File: config.mk
export PLATFORM = sky130hd
export DESIGN_NAME = univ_shift_reg
export DESIGN_NICKNAME = d
export VERILOG_FILES = /design/src/rtl/univ_shift_reg.sv
export SDC_FILE = /design/constraint.sdc
export NUM_CORES = 1
export LEC_CHECK = 0
export ABC_AREA = 1
export CORE_UTILIZATION = 40
export DETAILED_ROUTE_END_ITERATION = 10
export PLACE_DENSITY = 0.74
export SLEW_MARGIN = 20
export SYNTH_ARGS = -nofsm -noshare
export SYNTH_HDL_FRONTEND = slang
export SYNTH_SLANG_ARGS = --single-unit
File: constraint.sdc
create_clock -name clk -period 2.05 [get_ports clk]
set_input_delay 0.615 -clock clk [delete_from_list [all_inputs] [get_ports clk]]
set_output_delay 0.615 -clock clk [all_outputs]
set_load 0.01 [all_outputs]
File: src/rtl/univ_shift_reg.sv
// Universal shift register: hold, shift right, shift left and parallel load, with a saturating shift counter.
// Define ROTATE_EN to make the rot input turn the two shift modes into rotates.
module univ_shift_reg #(
  parameter int                 WIDTH     = 8,
  parameter logic [WIDTH-1:0]   RESET_VAL = '0
) (
  input  logic                          clk,
  input  logic                          rst,
  input  logic                          en,
  input  logic [1:0]                    mode,
  input  logic                          sin_r,
  input  logic                          sin_l,
  input  logic                          rot,
  input  logic [WIDTH-1:0]              d,
  output logic [WIDTH-1:0]              q,
  output logic                          sout_r,
  output logic                          sout_l,
  output logic [$clog2(WIDTH+1)-1:0]    shift_cnt,
  output logic                          full
);

  localparam int            CW      = $clog2(WIDTH+1);
  localparam logic [CW-1:0] CNT_MAX = CW'(WIDTH);

  localparam logic [1:0] MODE_HOLD  = 2'b00;
  localparam logic [1:0] MODE_RIGHT = 2'b01;
  localparam logic [1:0] MODE_LEFT  = 2'b10;
  localparam logic [1:0] MODE_LOAD  = 2'b11;

  logic [WIDTH-1:0] q_nxt;
  logic [CW-1:0]    cnt_nxt;
  logic             in_r;
  logic             in_l;

`ifdef ROTATE_EN
  // Rotation simply recirculates the opposite end bit in place of the serial input.
  assign in_r = rot ? q[0]       : sin_r;
  assign in_l = rot ? q[WIDTH-1] : sin_l;
`else
  logic unused_rot;
  assign unused_rot = rot;
  assign in_r       = sin_r;
  assign in_l       = sin_l;
`endif

  always_comb begin
    q_nxt   = q;
    cnt_nxt = shift_cnt;
    case (mode)
      MODE_HOLD: begin
        q_nxt   = q;
        cnt_nxt = shift_cnt;
      end
      MODE_RIGHT: begin
        q_nxt   = {in_r, q[WIDTH-1:1]};
        cnt_nxt = (shift_cnt == CNT_MAX) ? CNT_MAX : shift_cnt + 1'b1;
      end
      MODE_LEFT: begin
        q_nxt   = {q[WIDTH-2:0], in_l};
        cnt_nxt = (shift_cnt == CNT_MAX) ? CNT_MAX : shift_cnt + 1'b1;
      end
      MODE_LOAD: begin
        q_nxt   = d;
        cnt_nxt = '0;
      end
      default: begin
        q_nxt   = q;
        cnt_nxt = shift_cnt;
      end
    endcase
  end

  // full is registered from the next count so it rises together with shift_cnt reaching WIDTH.
  always_ff @(posedge clk) begin
    if (rst) begin
      q         <= RESET_VAL;
      shift_cnt <= '0;
      full      <= 1'b0;
    end else if (en) begin
      q         <= q_nxt;
      shift_cnt <= cnt_nxt;
      full      <= (cnt_nxt == CNT_MAX);
    end
  end

  assign sout_r = q[0];
  assign sout_l = q[WIDTH-1];

endmodule

Word level (Yosys, flattened, before mapping). Cells that the tools add are included.

Add/subtract/negate cells: 1. Equal/unequal tests: 5. Mux-type cells: 3. Bitwise logic cells: 1. Reductions and logical operators: 3.

Operators with widths (count): 8-bit one-hot mux with 3 select lines (1); 4-bit one-hot mux with 3 select lines (1); 4-bit equality test (second input constant) (2); 4-bit by 1-bit adder with 4-bit output (second input constant) (1); 2-bit equality test (second input constant) (2); 4-bit 2-to-1 mux (1); 2-bit by 1-bit equality test with 1-bit output (second input constant) (1); 2-bit zero test (1); 2-bit AND reduction (1); 2-bit OR reduction (1); 1-bit NOT (1).

Register bits after elaboration: 13. Bits of input ports: 16. Output and inout bits: 15. Word-level logic and storage cells: 16.

Depth between registers and ports, before layout. Gate-level depths: netlist of run 1.

Depth after elaboration: 4. Mapped depth: 9. Gate-level depth less buffers: 9.

Worst setup path before layout of run 1. No wires, ideal clock.

Path kind: input to register. From: input port mode[0]. To: register full. Setup time: 0.113 ns. Arrival: 1.422 ns. Required time: 1.937 ns. Slack: 0.515 ns. Stages on the path: 7. Buffers on the path: 0. Path through: inv_1 > ha_1 > nand2_1 > o21ai_0 > nand2_2 > nand3_2 > a21oi_2.

Cells in the longest elaborated chain, start to end: 4. Elaborated cells between the ends (all ways): 7. Classes of those cells: 4 x eq/ne; 1 x mux; 2 x reduce/logical.

RTL lines: start: declaration (line 10) `input logic [1:0] mode,`; 2-bit equality test / 2-bit by 1-bit equality test with 1-bit output (equally long branches) (line 49) `case (mode)`; 2-bit OR reduction (no line); 4-bit one-hot mux with 3 select lines (*) (line 49); 4-bit equality test (*) (line 82) `full <= (cnt_nxt == CNT_MAX);`; end signal: assignment (line 82); end: declaration (line 19) `output logic full`.

Every way passes the cells marked *; elsewhere a longest branch is shown, timed or not. A chain may end at the register's enable or synchronous reset.

Worst setup path after layout of run 1.
From: register shift_cnt[2]. To: output port shift_cnt[2].

RTL lines: start: declaration (line 18) `output logic [$clog2(WIDTH+1)-1:0] shift_cnt,`; start signal: assignment (line 81) `shift_cnt <= cnt_nxt;`.

No word-level cell between the ends.

==> metrics.txt, run 1 <==
# TYPE chip_impl_metric gauge
chip_impl_metric{name="die_y",unit="um"} 46.7
chip_impl_metric{name="cts_hold_repair.buffers",unit=""} 0
chip_impl_metric{name="groute.layer.met1.usage",unit="%"} 23.0
chip_impl_metric{name="setup_viol",unit=""} 0
chip_impl_metric{name="hold_violations",unit=""} 0
chip_impl_metric{name="starting_density_of_the_core",unit="%"} 44.4
chip_impl_metric{name="timing.final.crit_period",unit="ps"} 1910
chip_impl_metric{name="fin_crit_sh",unit="%"} 93.0
chip_impl_metric{name="timing.critical_path.required",unit="ps"} 1430
chip_impl_info{name="cts_tree",value="built"} 1
chip_impl_metric{name="netlist-cell-type-count",unit=""} 23
chip_impl_metric{name="dieArea",unit="sq um"} 2180
chip_impl_metric{name="route.detailed.wl_per_inst",unit="um"} 11.9
chip_impl_metric{name="critical_path.n_buffers_inverters",unit=""} 1
chip_impl_metric{name="numCtsBuffers",unit=""} 3
chip_impl_metric{name="post_cts_resized",unit=""} 0
chip_impl_metric{name="grt_util_met3",unit="%"} 4.71
chip_impl_info{name="crit_path_start_kind",value="flop"} 1
chip_impl_metric{name="synthesis.nets",unit=""} 131
chip_impl_metric{name="clock_latency",unit="ps"} 270
chip_impl_metric{name="pin_count",unit=""} 31
chip_impl_metric{name="total_half_perimeter_wirelength_after_legalization_and_detailed_placement",unit="um"} 1550
chip_impl_metric{name="grt_pass1_wl",unit="um"} 3140
chip_impl_metric{name="crit_path_max_fanout",unit=""} 6
chip_impl_metric{name="largest_net_degree_at_the_start_of_global_routing",unit=""} 11
chip_impl_metric{name="total_switching_power",unit="mW"} 0.182
chip_impl_metric{name="floorplan.die.width",unit="um"} 46.7
chip_impl_metric{name="finalPower",unit="mW"} 0.620
chip_impl_metric{name="synthesis.area_per_instance",unit="sq um"} 7.27
chip_impl_metric{name="tns",unit="ps"} 0
chip_impl_info{name="yosys_most_used_dff",value="sky130_fd_sc_hd__dfxtp_1"} 1
chip_impl_metric{name="switching_share",unit="%"} 29.4
chip_impl_metric{name="postLayoutSetupSlackWorst",unit="ps"} 144
chip_impl_metric{name="nets",unit=""} 168
chip_impl_metric{name="synth_edf_count",unit=""} 0
chip_impl_metric{name="grt_usage",unit="%"} 20.7
chip_impl_info{name="rsz0062_at_grt",value="no"} 1
chip_impl_info{name="critical_path.slowest_cell",value="sky130_fd_sc_hd__clkdlybuf4s50_1"} 1
chip_impl_metric{name="grt-ovfl-total",unit=""} 0
chip_impl_info{name="worst_reg2reg_path_startpoint",value="shift_cnt[0]"} 1
chip_impl_metric{name="layout-area-overhead-vs-synth",unit="%"} 48.7
chip_impl_info{name="hold_path_startpoint",value="full"} 1
chip_impl_metric{name="dr.pass1.iters",unit=""} 4
chip_impl_metric{name="remaining_drc_errors",unit=""} 0
chip_impl_metric{name="antenna_diode_count",unit=""} 0
chip_impl_metric{name="hold_path_depth",unit=""} 2
chip_impl_info{name="worst-setup-path-type",value="reg -> out"} 1
chip_impl_metric{name="worstRegToRegCells",unit=""} 7
chip_impl_info{name="synth_top_area_cell",value="sky130_fd_sc_hd__dfxtp_1"} 1
chip_impl_info{name="timing.hold.worst_endpoint",value="full"} 1
chip_impl_metric{name="fmax",unit="GHz"} 0.525
chip_impl_metric{name="synth-async-reset-ratio",unit="%"} 0
chip_impl_metric{name="vias",unit=""} 866
chip_impl_metric{name="cts_setup_buffers",unit=""} 0
chip_impl_metric{name="peakVddDrop",unit="uV"} 338
chip_impl_metric{name="p_int",unit="mW"} 0.438
chip_impl_info{name="post_synth_main_area_contributors",value="sky130_fd_sc_hd__dfxtp_1, sky130_fd_sc_hd__nand2_1, sky130_fd_sc_hd__ha_1, sky130_fd_sc_hd__a21oi_2, sky130_fd_sc_hd__a31oi_1"} 1
chip_impl_metric{name="drv_slew",unit=""} 0
chip_impl_info{name="run_status",value="finished clean"} 1
chip_impl_metric{name="grt_pass1_vias",unit=""} 755
chip_impl_metric{name="worst-r2r-setup-slack",unit="ps"} 730
chip_impl_metric{name="cap_viol_max_count",unit=""} 0
chip_impl_info{name="clk_root_buffer_cell",value="sky130_fd_sc_hd__clkbuf_4"} 1
chip_impl_metric{name="placed_area",unit="sq um"} 1160
chip_impl_info{name="synthTopCellsByCount",value="sky130_fd_sc_hd__nand2_1, sky130_fd_sc_hd__dfxtp_1, sky130_fd_sc_hd__nand3_1"} 1
chip_impl_metric{name="cts_max_path_buffers",unit=""} 2
chip_impl_metric{name="grt_antenna_before_repair",unit=""} 0
chip_impl_metric{name="viasPerCell",unit=""} 5.06
chip_impl_metric{name="numPortBuffers",unit=""} 29
chip_impl_metric{name="htree_num_levels",unit=""} 1
chip_impl_info{name="busiest_metal_layer_after_global_routing",value="met2"} 1
chip_impl_metric{name="timing.max_slew.rel_slack",unit="%"} 81.7
chip_impl_metric{name="fillers",unit=""} 174
chip_impl_metric{name="grt.met2_usage",unit="%"} 37.5
chip_impl_metric{name="ys.warnings.count",unit=""} 0
chip_impl_metric{name="total_wire_length",unit="um"} 2030
chip_impl_metric{name="place_worst_setup_slack",unit="ps"} -89.6
chip_impl_metric{name="drive_gt1_share",unit="%"} 17.8
chip_impl_metric{name="cp_slowest_stage_delay",unit="ps"} 580
chip_impl_info{name="timing.critical_path.to_type",value="output port"} 1
chip_impl_metric{name="share_comb_of_total_power",unit="%"} 28.3
chip_impl_metric{name="clkSlewWorstSetupHoldPaths",unit="ps"} 80
chip_impl_metric{name="cp.arrival",unit="ps"} 1290
chip_impl_metric{name="drt.antenna.violating_nets",unit=""} 0
chip_impl_info{name="hp-class",value="reg -> reg"} 1
chip_impl_metric{name="postLayoutCellArea",unit="sq um"} 1190
chip_impl_metric{name="tightest_slew",unit="ps"} 274
chip_impl_info{name="path_delay_family",value="buffers and inverters"} 1
chip_impl_metric{name="seq_pwr_share",unit="%"} 45.9
chip_impl_metric{name="power_leakage",unit="nW"} 0.478
chip_impl_info{name="cp_cell_sequence",value="clkdlybuf4s50_1"} 1
chip_impl_metric{name="layout.core_utilization",unit="%"} 66.0
chip_impl_metric{name="p_per_area",unit="nW/um^2"} 521
chip_impl_info{name="synthMostInstantiatedCell",value="sky130_fd_sc_hd__nand2_1"} 1
chip_impl_metric{name="postSynthCellCount",unit=""} 110
chip_impl_metric{name="share_clk_of_total_power",unit="%"} 25.8
chip_impl_info{name="worstReg2RegEnd",value="full"} 1
chip_impl_metric{name="synth_cell_area",unit="sq um"} 800
chip_impl_metric{name="ys_seq_elements",unit=""} 13
chip_impl_metric{name="final_weighted_congestion_of_routability_driven_global_placement",unit=""} 0.847
chip_impl_metric{name="std_cell_rows",unit=""} 15
chip_impl_metric{name="core_region_area",unit="sq um"} 1800
chip_impl_metric{name="tritoncts_num_sinks",unit=""} 13
chip_impl_metric{name="drt_iter0_drc",unit=""} 17
chip_impl_metric{name="synth_top_area_share",unit="%"} 32.6
chip_impl_metric{name="worst_clock_skew",unit="ps"} 0.937
chip_impl_metric{name="synth_sequential_area_ratio",unit="%"} 32.6
layout make-up:
| type | count | area, sq um | area share (%) |
|---|---|---|---|
| flip-flops and latches | 13 | 260 | 21.9 |
| inverters | 12 | 47.5 | 4.00 |
| repair buffers | 36 | 355 | 29.9 |
| well taps | 25 | 31.3 | 2.63 |
| multi-input cells | 81 | 468 | 39.4 |
| clock buffers | 4 | 26.3 | 2.21 |
placed cells by master (no fill, tap or decap), drive strengths merged:
master	count
nor2	10
dfxtp	13
inv	12
a31oi	8
nand2	21
o21ai	11
nand3	11
clkdlybuf4s50	29
o21a	1
a21oi	12
buf	7
clkbuf	4
nand4	1
a21o	1
ha	5
power groups by stage:
stage / Combinational (mW) / Clock, mW / Sequential (mW)
2_1_floorplan: 0.0782 / 0 / 0.294
3_3_place_gp: 0.173 / 0 / 0.290
3_5_place_dp: 0.176 / 0 / 0.290
4_1_cts: 0.176 / 0.166 / 0.285
5_1_grt: 0.191 / 0.177 / 0.287
6_report: 0.175 / 0.160 / 0.285
how the worst max path moves through the flow:
stage,depth (start not counted),slack [ps],start,to
after floorplan,7,520,mode[0],full
after global placement,9,-70,mode[0],full
after detailed placement,9,-90,mode[1],full
after CTS,1,140,shift_cnt[2],shift_cnt[2]
after global routing,1,90,shift_cnt[0],shift_cnt[0]
final,1,140,shift_cnt[2],shift_cnt[2]
metrics by stage:
| stage | hold WS, ps | cells |
|---|---|---|
| after global placement | 470 | 167 |
| after detailed placement | 474 | 167 |
| final | 485 | 171 |
| after floorplan | 493 | 110 |
| after CTS | 488 | 171 |
| after global routing | 506 | 171 |
layer usage:
metal  routed length, um  vias up
met5                   0        -
met4                  34        0
met3                 116        4
met2                1040       32
met1                 840      385
li1                    -      445
worst min-delay path: stages, from the launching register on:
cell	delay, ps
sky130_fd_sc_hd__dfxtp_1	320
sky130_fd_sc_hd__nand2_1	80
sky130_fd_sc_hd__a21oi_2	50
logic make-up (layout without fill, tap and decap cells):
group	count (synthesis)	in the layout	share of synthesized area, %
simple gates	43	43	25.4
flops	13	13	32.6
buf+inv	16	52	8.92
compound gates	33	33	25.4
fa+ha+maj	5	5	7.82
state kept, by name, indices dropped and copies added (netlist names):
register and flops:
q 8, full 1, shift_cnt 4
Note: power is estimated with default switching activity, not from simulation.
==> run 2: changes to the inputs <==
- CORE_UTILIZATION: 40 -> 45
- PLACE_DENSITY: 0.74 -> 0.82
==> metrics.txt, run 2 (same netlist as run 1, synthesis figures left out) <==
# TYPE chip_impl_metric gauge
chip_impl_info{name="run_status",value="finished clean"} 1
chip_impl_metric{name="setup_viol",unit=""} 0
chip_impl_metric{name="p_per_area",unit="nW/um^2"} 527
chip_impl_metric{name="hold_violations",unit=""} 0
chip_impl_info{name="most-common-layout-cells",value="sky130_fd_sc_hd__clkdlybuf4s50_1, sky130_fd_sc_hd__nand2_1, sky130_fd_sc_hd__dfxtp_1, sky130_fd_sc_hd__nand3_1"} 1
chip_impl_metric{name="numPortBuffers",unit=""} 29
chip_impl_metric{name="final_weighted_congestion_of_routability_driven_global_placement",unit=""} 0.806
chip_impl_info{name="timing.hold.worst_endpoint",value="full"} 1
chip_impl_info{name="path_delay_family",value="buffers and inverters"} 1
chip_impl_metric{name="pin_count",unit=""} 31
chip_impl_metric{name="drt.antenna.violating_nets",unit=""} 0
chip_impl_info{name="cp_cell_sequence",value="clkdlybuf4s50_1"} 1
chip_impl_metric{name="route.detailed.wl_per_inst",unit="um"} 12.0
chip_impl_info{name="clk_root_buffer_cell",value="sky130_fd_sc_hd__clkbuf_4"} 1
chip_impl_metric{name="tns",unit="ps"} 0
chip_impl_metric{name="floorplan.die.width",unit="um"} 44.2
chip_impl_metric{name="layout.core_utilization",unit="%"} 74.4
chip_impl_metric{name="grt_pass1_vias",unit=""} 771
chip_impl_metric{name="core_region_area",unit="sq um"} 1580
chip_impl_info{name="crit_path_start_kind",value="flop"} 1
chip_impl_info{name="rsz0062_at_grt",value="no"} 1
chip_impl_metric{name="cts_setup_buffers",unit=""} 0
chip_impl_metric{name="postLayoutSetupSlackWorst",unit="ps"} 168
chip_impl_info{name="worst-setup-path-type",value="reg -> out"} 1
chip_impl_info{name="biggestRegsByFlops",value="q x8, shift_cnt x4, full x1"} 1
chip_impl_metric{name="power_leakage",unit="nW"} 0.479
chip_impl_metric{name="cp_slowest_stage_delay",unit="ps"} 570
chip_impl_info{name="worst_reg2reg_path_startpoint",value="shift_cnt[0]"} 1
chip_impl_metric{name="grt_pass1_wl",unit="um"} 3260
chip_impl_metric{name="fin_crit_sh",unit="%"} 91.8
chip_impl_metric{name="place_worst_setup_slack",unit="ps"} -159
chip_impl_metric{name="worst_clock_skew",unit="ps"} 0.319
chip_impl_metric{name="drive_gt1_share",unit="%"} 18.4
chip_impl_info{name="mostFrequentLayoutCell",value="sky130_fd_sc_hd__clkdlybuf4s50_1"} 1
chip_impl_metric{name="cts_max_path_buffers",unit=""} 2
chip_impl_metric{name="numCtsBuffers",unit=""} 3
chip_impl_metric{name="drt_iter0_drc",unit=""} 22
chip_impl_metric{name="clkSlewWorstSetupHoldPaths",unit="ps"} 80
chip_impl_metric{name="nets",unit=""} 169
chip_impl_info{name="timing.critical_path.to_type",value="output port"} 1
chip_impl_metric{name="htree_num_levels",unit=""} 1
chip_impl_metric{name="grt_antenna_before_repair",unit=""} 0
chip_impl_metric{name="viasPerCell",unit=""} 5.44
chip_impl_metric{name="fmax",unit="GHz"} 0.531
chip_impl_info{name="cts_tree",value="built"} 1
chip_impl_metric{name="clock_latency",unit="ps"} 270
chip_impl_metric{name="starting_density_of_the_core",unit="%"} 50.7
chip_impl_metric{name="cp.arrival",unit="ps"} 1270
chip_impl_metric{name="final.hold.worst_slack",unit="ps"} 498
chip_impl_metric{name="dr.pass1.iters",unit=""} 4
chip_impl_metric{name="largest_net_degree_at_the_start_of_global_routing",unit=""} 11
chip_impl_metric{name="worstRegToRegCells",unit=""} 7
chip_impl_metric{name="timing.critical_path.required",unit="ps"} 1430
chip_impl_info{name="worstReg2RegEnd",value="full"} 1
chip_impl_info{name="critical_path.slowest_cell",value="sky130_fd_sc_hd__clkdlybuf4s50_1"} 1
chip_impl_metric{name="peakVddDrop",unit="uV"} 483
chip_impl_metric{name="antenna_diode_count",unit=""} 0
chip_impl_metric{name="total_wire_length",unit="um"} 1960
chip_impl_metric{name="timing.final.crit_period",unit="ps"} 1880
chip_impl_metric{name="largest_reg_flops",unit=""} 8
chip_impl_info{name="hp-class",value="reg -> reg"} 1
chip_impl_metric{name="cap_viol_max_count",unit=""} 0
chip_impl_metric{name="drv_slew",unit=""} 0
chip_impl_info{name="hold_path_startpoint",value="full"} 1
chip_impl_metric{name="std_cell_rows",unit=""} 14
chip_impl_metric{name="grt-ovfl-total",unit=""} 0
chip_impl_metric{name="total_half_perimeter_wirelength_after_legalization_and_detailed_placement",unit="um"} 1510
chip_impl_metric{name="vias",unit=""} 886
chip_impl_metric{name="crit_path_max_fanout",unit=""} 6
chip_impl_metric{name="tritoncts_num_sinks",unit=""} 13
chip_impl_metric{name="hold_path_depth",unit=""} 2
chip_impl_metric{name="critical_path.n_buffers_inverters",unit=""} 1
chip_impl_info{name="registers.top_by_ff_count",value="q"} 1
chip_impl_metric{name="grt_usage",unit="%"} 22.2
chip_impl_metric{name="timing.max_slew.rel_slack",unit="%"} 82.2
chip_impl_metric{name="layout-area-overhead-vs-synth",unit="%"} 46.6
chip_impl_metric{name="dieArea",unit="sq um"} 1950
chip_impl_metric{name="die_y",unit="um"} 44.2
chip_impl_metric{name="tightest_slew",unit="ps"} 267
chip_impl_metric{name="worst-r2r-setup-slack",unit="ps"} 700
chip_impl_metric{name="remaining_drc_errors",unit=""} 0
-- run 2: area by class of cell --
cell class,instances,area (sq um)
multi-input combinational,81,468
inverter,12,47.5
tap,16,20.0
clock buffer,4,26.3
fill,136,404
sequential,13,260
timing repair buffer,37,350
-- run 2: routing by layer --
| metal | track usage, % | vias to the layer above | share of wire [%] |
|---|---|---|---|
| met5 | 0 | - | 0 |
| met4 | 1.82 | 0 | 0 |
| met3 | 6.12 | 0 | 5.1 |
| met2 | 39.1 | 28 | 50 |
| met1 | 28.0 | 412 | 45 |
| li1 | - | 446 | - |
-- run 2: how the worst max path moves through the flow --
| stage | from | end | cells past startpoint |
|---|---|---|---|
| 6_report | shift_cnt[1] | shift_cnt[1] | 1 |
| 3_3_place_gp | mode[0] | full | 8 |
| 2_1_floorplan | mode[0] | full | 7 |
| 3_5_place_dp | mode[0] | full | 8 |
| 5_1_grt | mode[0] | full | 9 |
| 4_1_cts | mode[0] | full | 8 |
-- run 2: per-stage QoR --
stage / instance area, sq um / std cells / power [mW]
6_report: 1170 / 163 / 0.618
5_1_grt: 1170 / 163 / 0.650
2_1_floorplan: 800 / 110 / 0.372
4_1_cts: 1170 / 163 / 0.619
3_5_place_dp: 1150 / 159 / 0.463
3_3_place_gp: 1150 / 159 / 0.460
-- run 2: timing repair --
action                     CTS  global route
resized for setup            0             1
setup endpoints to repair    0             1
hold buffers                 0             0
-- run 2: tightest hold or removal path, cell delays in order, from the launching register on --
cell,delay (ps)
sky130_fd_sc_hd__dfxtp_1,320
sky130_fd_sc_hd__nand2_1,90
sky130_fd_sc_hd__a21oi_2,50
-- run 2: power breakdown --
part	total (mW)	switching, mW	internal (mW)
clock	0.159	0.0839	0.0755
sequential	0.284	0.0167	0.268
combinational	0.174	0.0812	0.0933
total	0.618	0.182	0.436
==> run 3: changes to the inputs <==
- CTS_CLUSTER_DIAMETER: default -> 200
==> results of run 3 <==
Same layout as run 2: the final DEF is identical, and so are final timing and power.
